[config.mk]
export PLATFORM = sky130hd
export DESIGN_NAME = mem_access_stage
export DESIGN_NICKNAME = d
export VERILOG_FILES = /design/src/rtl/mem_access_pkg.sv /design/src/rtl/mem_lane_pick.sv /design/src/rtl/mem_access_stage.sv
export SDC_FILE = /design/constraint.sdc
export NUM_CORES = 1
export LEC_CHECK = 0
export ABC_AREA = 1
export ABC_CLOCK_PERIOD_IN_PS = 1450
export CAP_MARGIN = 20
export CORE_MARGIN = 4
export CORE_UTILIZATION = 46
export DETAILED_ROUTE_END_ITERATION = 8
export GPL_ROUTABILITY_DRIVEN = 0
export PLACE_DENSITY = 0.84
export SLEW_MARGIN = 20
export SYNTH_ARGS = -nofsm -noshare
export SYNTH_HDL_FRONTEND = slang
export SYNTH_SLANG_ARGS = --single-unit
[constraint.sdc]
create_clock -name clk -period 1.45 [get_ports clk]
set_input_delay 0.2175 -clock clk [delete_from_list [all_inputs] [get_ports clk]]
set_output_delay 0.2175 -clock clk [all_outputs]
set_load 0.02 [all_outputs]
[src/rtl/mem_access_pkg.sv]
// Shared definitions for the memory access stage.
// Holds the lane opcode encoding, the stage FSM state type, and small
// opcode classification helpers used by the stage datapath.
package mem_access_pkg;

  localparam logic [2:0] OP_CLEAR  = 3'd0;
  localparam logic [2:0] OP_PASS   = 3'd1;
  localparam logic [2:0] OP_RAM_LD = 3'd2;
  localparam logic [2:0] OP_RAM_ST = 3'd3;
  localparam logic [2:0] OP_SYS_LD = 3'd4;
  localparam logic [2:0] OP_SYS_ST = 3'd5;

  typedef enum logic [1:0] {
    ST_IDLE = 2'd0,
    ST_SCAN = 2'd1,
    ST_BUS  = 2'd2,
    ST_DONE = 2'd3
  } mem_state_e;

  // Lane needs a bus transaction (loads and stores on either bus target).
  function automatic logic op_is_mem(input logic [2:0] op);
    return (op >= OP_RAM_LD) && (op <= OP_SYS_ST);
  endfunction

  function automatic logic op_is_store(input logic [2:0] op);
    return (op == OP_RAM_ST) || (op == OP_SYS_ST);
  endfunction

  function automatic logic op_is_sys(input logic [2:0] op);
    return (op == OP_SYS_LD) || (op == OP_SYS_ST);
  endfunction

endpackage

[src/rtl/mem_lane_pick.sv]
// Lowest-index priority encoder over the pending-lane mask.
// Ports:
//   pend : one bit per lane, 1 = lane still needs a bus transaction
//   idx  : index of the lowest set bit of pend (0 when none set)
//   any  : 1 when at least one bit of pend is set
module mem_lane_pick #(
  parameter int LANES = 2,
  parameter int IW    = 1
) (
  input  logic [LANES-1:0] pend,
  output logic [IW-1:0]    idx,
  output logic             any
);

  // Walk from the top lane downward so the lowest pending lane is the last writer.
  always_comb begin
    idx = '0;
    any = 1'b0;
    for (int i = LANES - 1; i >= 0; i--) begin
      idx = pend[i] ? IW'(i) : idx;
      any = any | pend[i];
    end
  end

endmodule

[src/rtl/mem_access_stage.sv]
// Memory access stage: accepts a bundle of LANES operations, resolves
// CLEAR/PASS lanes immediately, then serialises the memory lanes onto a
// single request/ack bus (lowest lane first), aborting any transaction
// that waits TIMEOUT cycles, and finally presents the per-lane results.
// Ports:
//   clk, rst                       clock, synchronous active-high reset
//   in_valid/in_ready              bundle handshake
//   in_op/in_data/in_addr          per-lane opcode, operand, address
//   proceed                        0 = treat every lane as CLEAR
//   out_valid/out_ready            result handshake
//   out_data/out_err               per-lane result, per-lane timeout flag
//   bus_req/we/sys/addr/wdata      bus request (sys: 0=RAM, 1=SYS)
//   bus_ack/bus_rdata              bus response
module mem_access_stage
  import mem_access_pkg::*;
#(
  parameter int DW      = 32,
  parameter int AW      = 32,
  parameter int LANES   = 2,
  parameter int TIMEOUT = 16
) (
  input  logic                  clk,
  input  logic                  rst,
  input  logic                  in_valid,
  output logic                  in_ready,
  input  logic [LANES*3-1:0]    in_op,
  input  logic [LANES*DW-1:0]   in_data,
  input  logic [LANES*AW-1:0]   in_addr,
  input  logic                  proceed,
  output logic                  out_valid,
  output logic [LANES*DW-1:0]   out_data,
  output logic [LANES-1:0]      out_err,
  input  logic                  out_ready,
  output logic                  bus_req,
  output logic                  bus_we,
  output logic                  bus_sys,
  output logic [AW-1:0]         bus_addr,
  output logic [DW-1:0]         bus_wdata,
  input  logic                  bus_ack,
  input  logic [DW-1:0]         bus_rdata
);

  localparam int         IW       = (LANES > 1) ? $clog2(LANES) : 1;
  localparam logic [7:0] WAIT_MAX = 8'(TIMEOUT - 1);

  mem_state_e                 state_r, state_nxt_s;
  logic [LANES-1:0][2:0]      cap_op_s;
  logic [LANES-1:0][2:0]      op_r;
  logic [LANES-1:0][DW-1:0]   data_r;
  logic [LANES-1:0][AW-1:0]   addr_r;
  logic [LANES-1:0][DW-1:0]   res_r;
  logic [LANES-1:0]           err_r;
  logic [LANES-1:0]           pend_r;
  logic [IW-1:0]              sel_r;
  logic [IW-1:0]              pick_idx_s;
  logic                       pick_any_s;
  logic [7:0]                 wait_r;
  logic                       wait_hit_s;
  logic                       in_ready_r, out_valid_r, bus_req_r, bus_we_r, bus_sys_r;
  logic [AW-1:0]              bus_addr_r;
  logic [DW-1:0]              bus_wdata_r;

  mem_lane_pick #(.LANES(LANES), .IW(IW)) u_pick (
    .pend (pend_r),
    .idx  (pick_idx_s),
    .any  (pick_any_s)
  );

  assign wait_hit_s = (wait_r == WAIT_MAX);

  // Effective opcode per lane at capture; a failed condition clears every lane.
  always_comb begin
    cap_op_s = '0;
    for (int i = 0; i < LANES; i++) begin
      cap_op_s[i] = proceed ? in_op[i*3 +: 3] : OP_CLEAR;
    end
  end

  // FSM state register.
  always_ff @(posedge clk) begin
    if (rst) begin
      state_r <= ST_IDLE;
    end else begin
      state_r <= state_nxt_s;
    end
  end

  // FSM next-state logic; bus_ack only matters while in BUS.
  always_comb begin
    state_nxt_s = state_r;
    case (state_r)
      ST_IDLE: state_nxt_s = (in_valid && in_ready_r) ? ST_SCAN : ST_IDLE;
      ST_SCAN: state_nxt_s = pick_any_s ? ST_BUS : ST_DONE;
      ST_BUS:  state_nxt_s = (bus_ack || wait_hit_s) ? ST_SCAN : ST_BUS;
      ST_DONE: state_nxt_s = out_ready ? ST_IDLE : ST_DONE;
      default: state_nxt_s = ST_IDLE;
    endcase
  end

  // Datapath: bundle capture, bus launch, result write-back and registered outputs.
  always_ff @(posedge clk) begin
    if (rst) begin
      op_r        <= '0;
      data_r      <= '0;
      addr_r      <= '0;
      res_r       <= '0;
      err_r       <= '0;
      pend_r      <= '0;
      sel_r       <= '0;
      wait_r      <= 8'd0;
      in_ready_r  <= 1'b1;
      out_valid_r <= 1'b0;
      bus_req_r   <= 1'b0;
      bus_we_r    <= 1'b0;
      bus_sys_r   <= 1'b0;
      bus_addr_r  <= '0;
      bus_wdata_r <= '0;
    end else begin
      // Handshake outputs track the state being entered so they line up with it.
      in_ready_r  <= (state_nxt_s == ST_IDLE);
      out_valid_r <= (state_nxt_s == ST_DONE);
      bus_req_r   <= (state_nxt_s == ST_BUS);
      case (state_r)
        ST_IDLE: begin
          if (in_valid && in_ready_r) begin
            for (int i = 0; i < LANES; i++) begin
              op_r[i]   <= cap_op_s[i];
              data_r[i] <= in_data[i*DW +: DW];
              addr_r[i] <= in_addr[i*AW +: AW];
              res_r[i]  <= (cap_op_s[i] == OP_PASS) ? in_data[i*DW +: DW] : '0;
              err_r[i]  <= 1'b0;
              pend_r[i] <= op_is_mem(cap_op_s[i]);
            end
          end else begin
            pend_r <= pend_r;
          end
        end
        ST_SCAN: begin
          wait_r <= 8'd0;
          if (pick_any_s) begin
            sel_r       <= pick_idx_s;
            bus_we_r    <= op_is_store(op_r[pick_idx_s]);
            bus_sys_r   <= op_is_sys(op_r[pick_idx_s]);
            bus_addr_r  <= addr_r[pick_idx_s];
            bus_wdata_r <= data_r[pick_idx_s];
          end else begin
            sel_r <= sel_r;
          end
        end
        ST_BUS: begin
          if (bus_ack) begin
            res_r[sel_r]  <= op_is_store(op_r[sel_r]) ? data_r[sel_r] : bus_rdata;
            pend_r[sel_r] <= 1'b0;
          end else if (wait_hit_s) begin
            res_r[sel_r]  <= '0;
            err_r[sel_r]  <= 1'b1;
            pend_r[sel_r] <= 1'b0;
          end else begin
            wait_r <= wait_r + 8'd1;
          end
        end
        ST_DONE: begin
          res_r <= res_r;
        end
        default: begin
          pend_r <= '0;
        end
      endcase
    end
  end

  assign in_ready  = in_ready_r;
  assign out_valid = out_valid_r;
  assign out_data  = res_r;
  assign out_err   = err_r;
  assign bus_req   = bus_req_r;
  assign bus_we    = bus_we_r;
  assign bus_sys   = bus_sys_r;
  assign bus_addr  = bus_addr_r;
  assign bus_wdata = bus_wdata_r;

endmodule

==> results.toml, run 1 <==
[outcome]
status = "finished with violations"
failed_checks = "setup timing"

[logic_synthesis]
ys_ff_latch = 282
yosysMostFrequentCell = "a21oi_1"
yosysWarnings = 0
seq_area_frac_synth = 0.426
synthArstFlopShare = 0
ys_dominant_reg_cell = "dfxtp_1"
synth.distinct_cells = 29
yosysTopAreaCellShare = 0.426
synth_compound_area_frac = 0.247
synthMuxAreaShare = 0
synthesis.area_sq_um = 13200
synth_common_cells = "a21oi_1 (344), nand2_1 (336), o21ai_0 (296), dfxtp_1 (282), nor2_1 (218)"
synth_edf_count = 0
synth.area.top_cells = "dfxtp_1 (43%), a21oi_1 (13%), o21ai_0 (11%)"
syn_inst = 1979
synth_top_family_by_area = "compound AO/OA/AOI/OAI gates"
synthAdderAreaFrac = 0.000945
synth_fp_nets = 2152
synth-xor-area-share = 0.00132
synth.avg_cell_area_sq_um = 6.69
synth_area_leader_cell = "dfxtp_1"
synth_simple_gate_area_share = 0.220

[setup_path]
rr_endpoint = "out_data[8]"
crit_start = "wait_r[0]"
worstSetupPathType = "flop to flop"
r2r_slack_ps = -290
crit_end = "out_data[8]"
crit_family = "buffers and inverters"
worstPathCellList = "ha_4 > nand3_4 > o21ai_4 > buf_6 > buf_12 > nand3_4 > clkbuf_16 > nor2_1 > nand2_1 > a21oi_2"
crit_buf_inv = 3
crit_required_ps = 1940
crit_slowest_cell = "dfxtp_2"
path_common_cell = "nand3_4"
crit_fanout = 8
crit_path_start_kind = "flop"
r2r_start = "wait_r[0]"
arrival_ps = 2230
max_stage_delay_ps = 350
rr_worst_depth = 10
path_depth = 10
crit_path_end_kind = "flop"

[timing]
tightest_slew_ps = 426
finalHoldViolations = 0
clock_skew_ps = 14.3
fin_crit_sh = 1.20
final_max_slew_viol_count = 0
rsz0062_at_grt = "true"
min_period_ps = 1740
setup_viol = 89
postLayoutSetupSlackWorst_ps = -293
slew_headroom = 0.716
max_freq_ghz = 0.574
hold_ws_ps = 86.1

[power]
p_leak_uw = 0.00815
peakVddDrop_mv = 0.890
powerDensity_nw_per_um2 = 1540

[layout]
n_antenna_cell = 0
fillers = 2172
drive_gt1_frac = 0.215
nNetsFinal = 2492
seqCellArea_sq_um = 5660
multi_input_area_sq_um = 6820
area_growth_pct = 47.4

[floorplanning]
dieArea_sq_um = 31600
chipWidth_um = 178
initial_core_util = 0.471
die_h_um = 178
boundaryPins = 307
std_cell_rows = 61
core_sq_um = 28100

[route]
drtPass1Iterations = 6
viasPerCell = 5.84
drt_iter0_drc = 2576
routed_wirelength_um = 53700
vias = 15900
detail_route.wl_per_cell_um = 19.7
ant_nets = 0
drcViolationCount = 0

[clocking]
cts_tree = "done"
clockBufferDepth = 3
clock-sinks = 282
clkTransAtPathRegs_ps = 70
cts_root_buf = "clkbuf_16"
clock_latency_ps = 560
cts_made_buffers = 30
ctsHtreeMaxLevel = 1

[job]
max_cap_violations = 0

[min_path]
hp-class = "input port to flop"

[global_route]
antenna_found_initial = 0
grt_max_degree = 75
grt_usage = 0.284
grt_pass1_vias = 14200
grt_first_pass_wirelength_um = 73900
globalRoute.totalOverflow = 0

[placement]
dp_hpwl_um = 32000
portBuffers = 306
pre_cts_ws_ps = -428
[registers in the layout, indices dropped and copies added, names as in the netlist]
| signal | count |
|---|---|
| addr_r | 64 |
| data_r | 64 |
| out_data | 64 |
| bus_addr | 32 |
| bus_wdata | 32 |
| wait_r | 8 |
| op_r | 6 |
| out_err | 2 |
| pend_r | 2 |
| state_r | 2 |
| bus_req | 1 |
| bus_sys | 1 |
| bus_we | 1 |
| in_ready | 1 |
| out_valid | 1 |
| sel_r | 1 |
[cell families (layout without fill, tap and decap cells)]
logic type | Yosys count | after routing
simple gates | 703 | 705
compound gates | 650 | 650
buf+inv | 341 | 703
flops | 282 | 282
xor+xnor | 2 | 2
fa+ha+maj | 1 | 1
[worst register-to-register path: cells and delay by family, from the launching register on]
family                   cells  cell delay, ps
AND/OR/NAND/NOR              4             450
AO/OA/AOI/OAI                2             270
adder cells (fa/ha/maj)      1             150
flip-flops                   1             350
buffers and inverters        3             470
[worst min path at each step]
stage,from,endpoint,cells after the start
floorplan,in_data[10],data_r[10],2
global placement,out_err[0],out_err[0],2
detailed placement,out_err[1],out_err[1],2
CTS,rst,in_ready,3
global route,rst,in_ready,3
finish,rst,in_ready,3
[cell type report]
cell class	count	area share
multi-input cells	1358	0.349
flip-flops and latches	282	0.290
well taps	378	0.0242
inverters	192	0.0386
clock inverters	14	0.00904
repair buffers	454	0.243
repair inverters	1	0.000577
clock buffers	42	0.0455
[through the flow]
step	instance area (sq um)	power, uW	util	std cells	TNS, ps
after floorplan	13200	15400	-	1979	0
after CTS	18700	27500	0.665	2674	-7640
after global placement	17200	18700	0.612	2610	-45930
after global routing	19500	31200	0.695	2721	-19470
after detailed placement	17200	19000	0.612	2610	-54390
final	19500	30000	0.695	2721	-13340
[placed cells by master, fill, tap and decap left out, types with 40 or more instances in the layout]
| cell | count |
|---|---|
| nand2_1 | 320 |
| buf_4 | 62 |
| clkbuf_16 | 54 |
| dfxtp_1 | 272 |
| o21ai_0 | 256 |
| buf_2 | 61 |
| inv_1 | 183 |
| a21oi_1 | 311 |
| o21ai_1 | 40 |
| nand3_1 | 83 |
| clkdlybuf4s50_1 | 170 |
| nor2_1 | 168 |
[metal layers]
metal | GRT usage | share of wire | vias to the layer above
met1 | 0.366 | 0.36 | 7186
li1 | - | - | 7141
met2 | 0.463 | 0.46 | 1287
met4 | 0.102 | 0.059 | 0
met5 | 0 | 0 | -
met3 | 0.0692 | 0.13 | 284
[power breakdown]
part           switching (uW)  total [uW]  internal (uW)
sequential               1010       10200           9180
clock                    3270        8230           4960
combinational            6710       11500           4840
total                   11000       30000          19000
[timing repair]
item | CTS | global route
setup endpoints to repair | 314 | 361
gates cloned | 4 | 29
hold buffers | 0 | 0
resized for setup | 427 | 289
buffers inserted | 5 | 19
pin swaps | 5 | 37
(Power assumes the default switching activity.)
==> run 2: changes to the inputs <==
CORE_ASPECT_RATIO = 1.25   (was default)
==> results.toml, run 2 (synthesis results as in run 1) <==
[timing]
finalHoldViolations = 0
slew_headroom = 0.658
max_freq_ghz = 0.591
tightest_slew_ps = 508
clock_skew_ps = 12.0
fin_crit_sh = 1.17
final_max_slew_viol_count = 0
hold_ws_ps = 50.8
setup_viol = 81
rsz0062_at_grt = "true"
min_period_ps = 1690
postLayoutSetupSlackWorst_ps = -243

[floorplanning]
die_h_um = 198
std_cell_rows = 69
chipWidth_um = 160
dieArea_sq_um = 31600
boundaryPins = 307
core_sq_um = 28400
initial_core_util = 0.466

[outcome]
failed_checks = "setup timing"
status = "finished with violations"

[placement]
place_area_sq_um = 17200
dpl.cell_count = 2588
portBuffers = 306
dp_hpwl_um = 31600

[global_route]
globalRoute.totalOverflow = 0
grt_first_pass_wirelength_um = 72000
grt_max_degree = 75
grt_pass1_vias = 14100
antenna_found_initial = 1
grt_usage = 0.272

[setup_path]
crit_fanout = 24
crit_required_ps = 1860
arrival_ps = 2100
r2r_slack_ps = -240
r2r_start = "sel_r"
rr_endpoint = "out_data[14]"
crit_path_start_kind = "flop"
crit_path_end_kind = "flop"
rr_worst_depth = 8
worstSetupPathType = "flop to flop"

[route]
routed_wirelength_um = 47400
viasPerCell = 5.62
drtPass1Iterations = 8
drt_iter0_drc = 1382
vias = 14900
drcViolationCount = 0
detail_route.wl_per_cell_um = 17.8
ant_nets = 0

[clocking]
clock-sinks = 282
cts_tree = "done"
clkTransAtPathRegs_ps = 60
cts_hold_buf = 0
cts_root_buf = "clkbuf_16"
cts_made_buffers = 29
clock_latency_ps = 550
clockBufferDepth = 3
ctsHtreeMaxLevel = 1

[min_path]
hp-class = "input port to flop"
hp-start = "rst"
min_path_cells = 3
hold-path-endpoint = "in_ready"

[layout]
final_cells = 2656
n_antenna_cell = 0
fin_area_sq_um = 18800
fillers = 2288
drive_gt1_frac = 0.172
layout_commonest_cell = "a21oi_1"
nNetsFinal = 2457
area_growth_pct = 41.7
multi_input_area_sq_um = 6500
seqCellArea_sq_um = 5660
most-common-layout-cells = "a21oi_1 (337), nand2_1 (318), o21ai_0 (280)"

[power]
p_comb_frac = 0.360
peakVddDrop_mv = 1.07
p_switching_uw = 9950
p_int_uw = 17800
pwr-share-clk = 0.274
p_seq_frac = 0.366
p_leak_uw = 0.00769
switching_share = 0.358
powerDensity_nw_per_um2 = 1480

[job]
max_cap_violations = 0
[run 2: cell type report]
class | instances | area share
Clock inverter | 10 | 0.00720
Timing Repair Buffer | 423 | 0.237
Inverter | 192 | 0.0400
Sequential cell | 282 | 0.302
Tap cell | 355 | 0.0237
Clock buffer | 38 | 0.0437
Multi-Input combinational cell | 1356 | 0.346
[run 2: what timing repair did]
action,CTS,global route
resized for setup,384,148
pin swaps,6,12
hold endpoints to repair,0,0
gates cloned,4,6
setup endpoints to repair,332,289
buffers inserted,2,8
[run 2: per-stage QoR]
| stage | power (uW) | setup TNS [ps] | setup slack [ps] | utilization |
|---|---|---|---|---|
| floorplan | 15400 | 0 | 0.0873 | - |
| global placement | 18700 | -54390 | -376 | 0.606 |
| detailed placement | 19000 | -60260 | -407 | 0.606 |
| CTS | 27000 | -10680 | -190 | 0.651 |
| global route | 29100 | -17900 | -291 | 0.660 |
| finish | 27800 | -11990 | -243 | 0.660 |
[run 2: worst max path at each step]
| stage | start | to | cells past startpoint | slack (ps) |
|---|---|---|---|---|
| after CTS | wait_r[0] | out_data[14] | 7 | -190 |
| after global routing | wait_r[1] | in_ready | 11 | -290 |
| after floorplan | wait_r[0] | out_data[10] | 8 | 0.09 |
| after global placement | bus_ack | bus_req | 9 | -380 |
| final | sel_r | out_data[14] | 8 | -240 |
| after detailed placement | bus_ack | bus_req | 9 | -410 |
[run 2: worst max-delay path, cell delays in order, from the launching register on]
cell	delay [ps]
dfxtp_4	390
inv_1	130
buf_12	180
o21ai_0	430
nand2_2	110
nand3_1	90
nand2_1	60
nand2_1	80
a21oi_1	70
[run 2: per-layer routing]
| metal | track usage | up-vias | part of all wire |
|---|---|---|---|
| met5 | 0 | - | 0.00023 |
| met4 | 0.141 | 2 | 0.056 |
| met3 | 0.0658 | 183 | 0.10 |
| met2 | 0.443 | 978 | 0.47 |
| met1 | 0.336 | 6722 | 0.38 |
| li1 | - | 7041 | - |
[run 2: power groups by stage]
stage	logic, uW	clock network (uW)	registers (uW)
after floorplan	4840	0	10500
after global placement	8540	0	10200
after detailed placement	8770	0	10300
after CTS	9240	7650	10100
after global routing	10900	7940	10300
final	10000	7600	10200
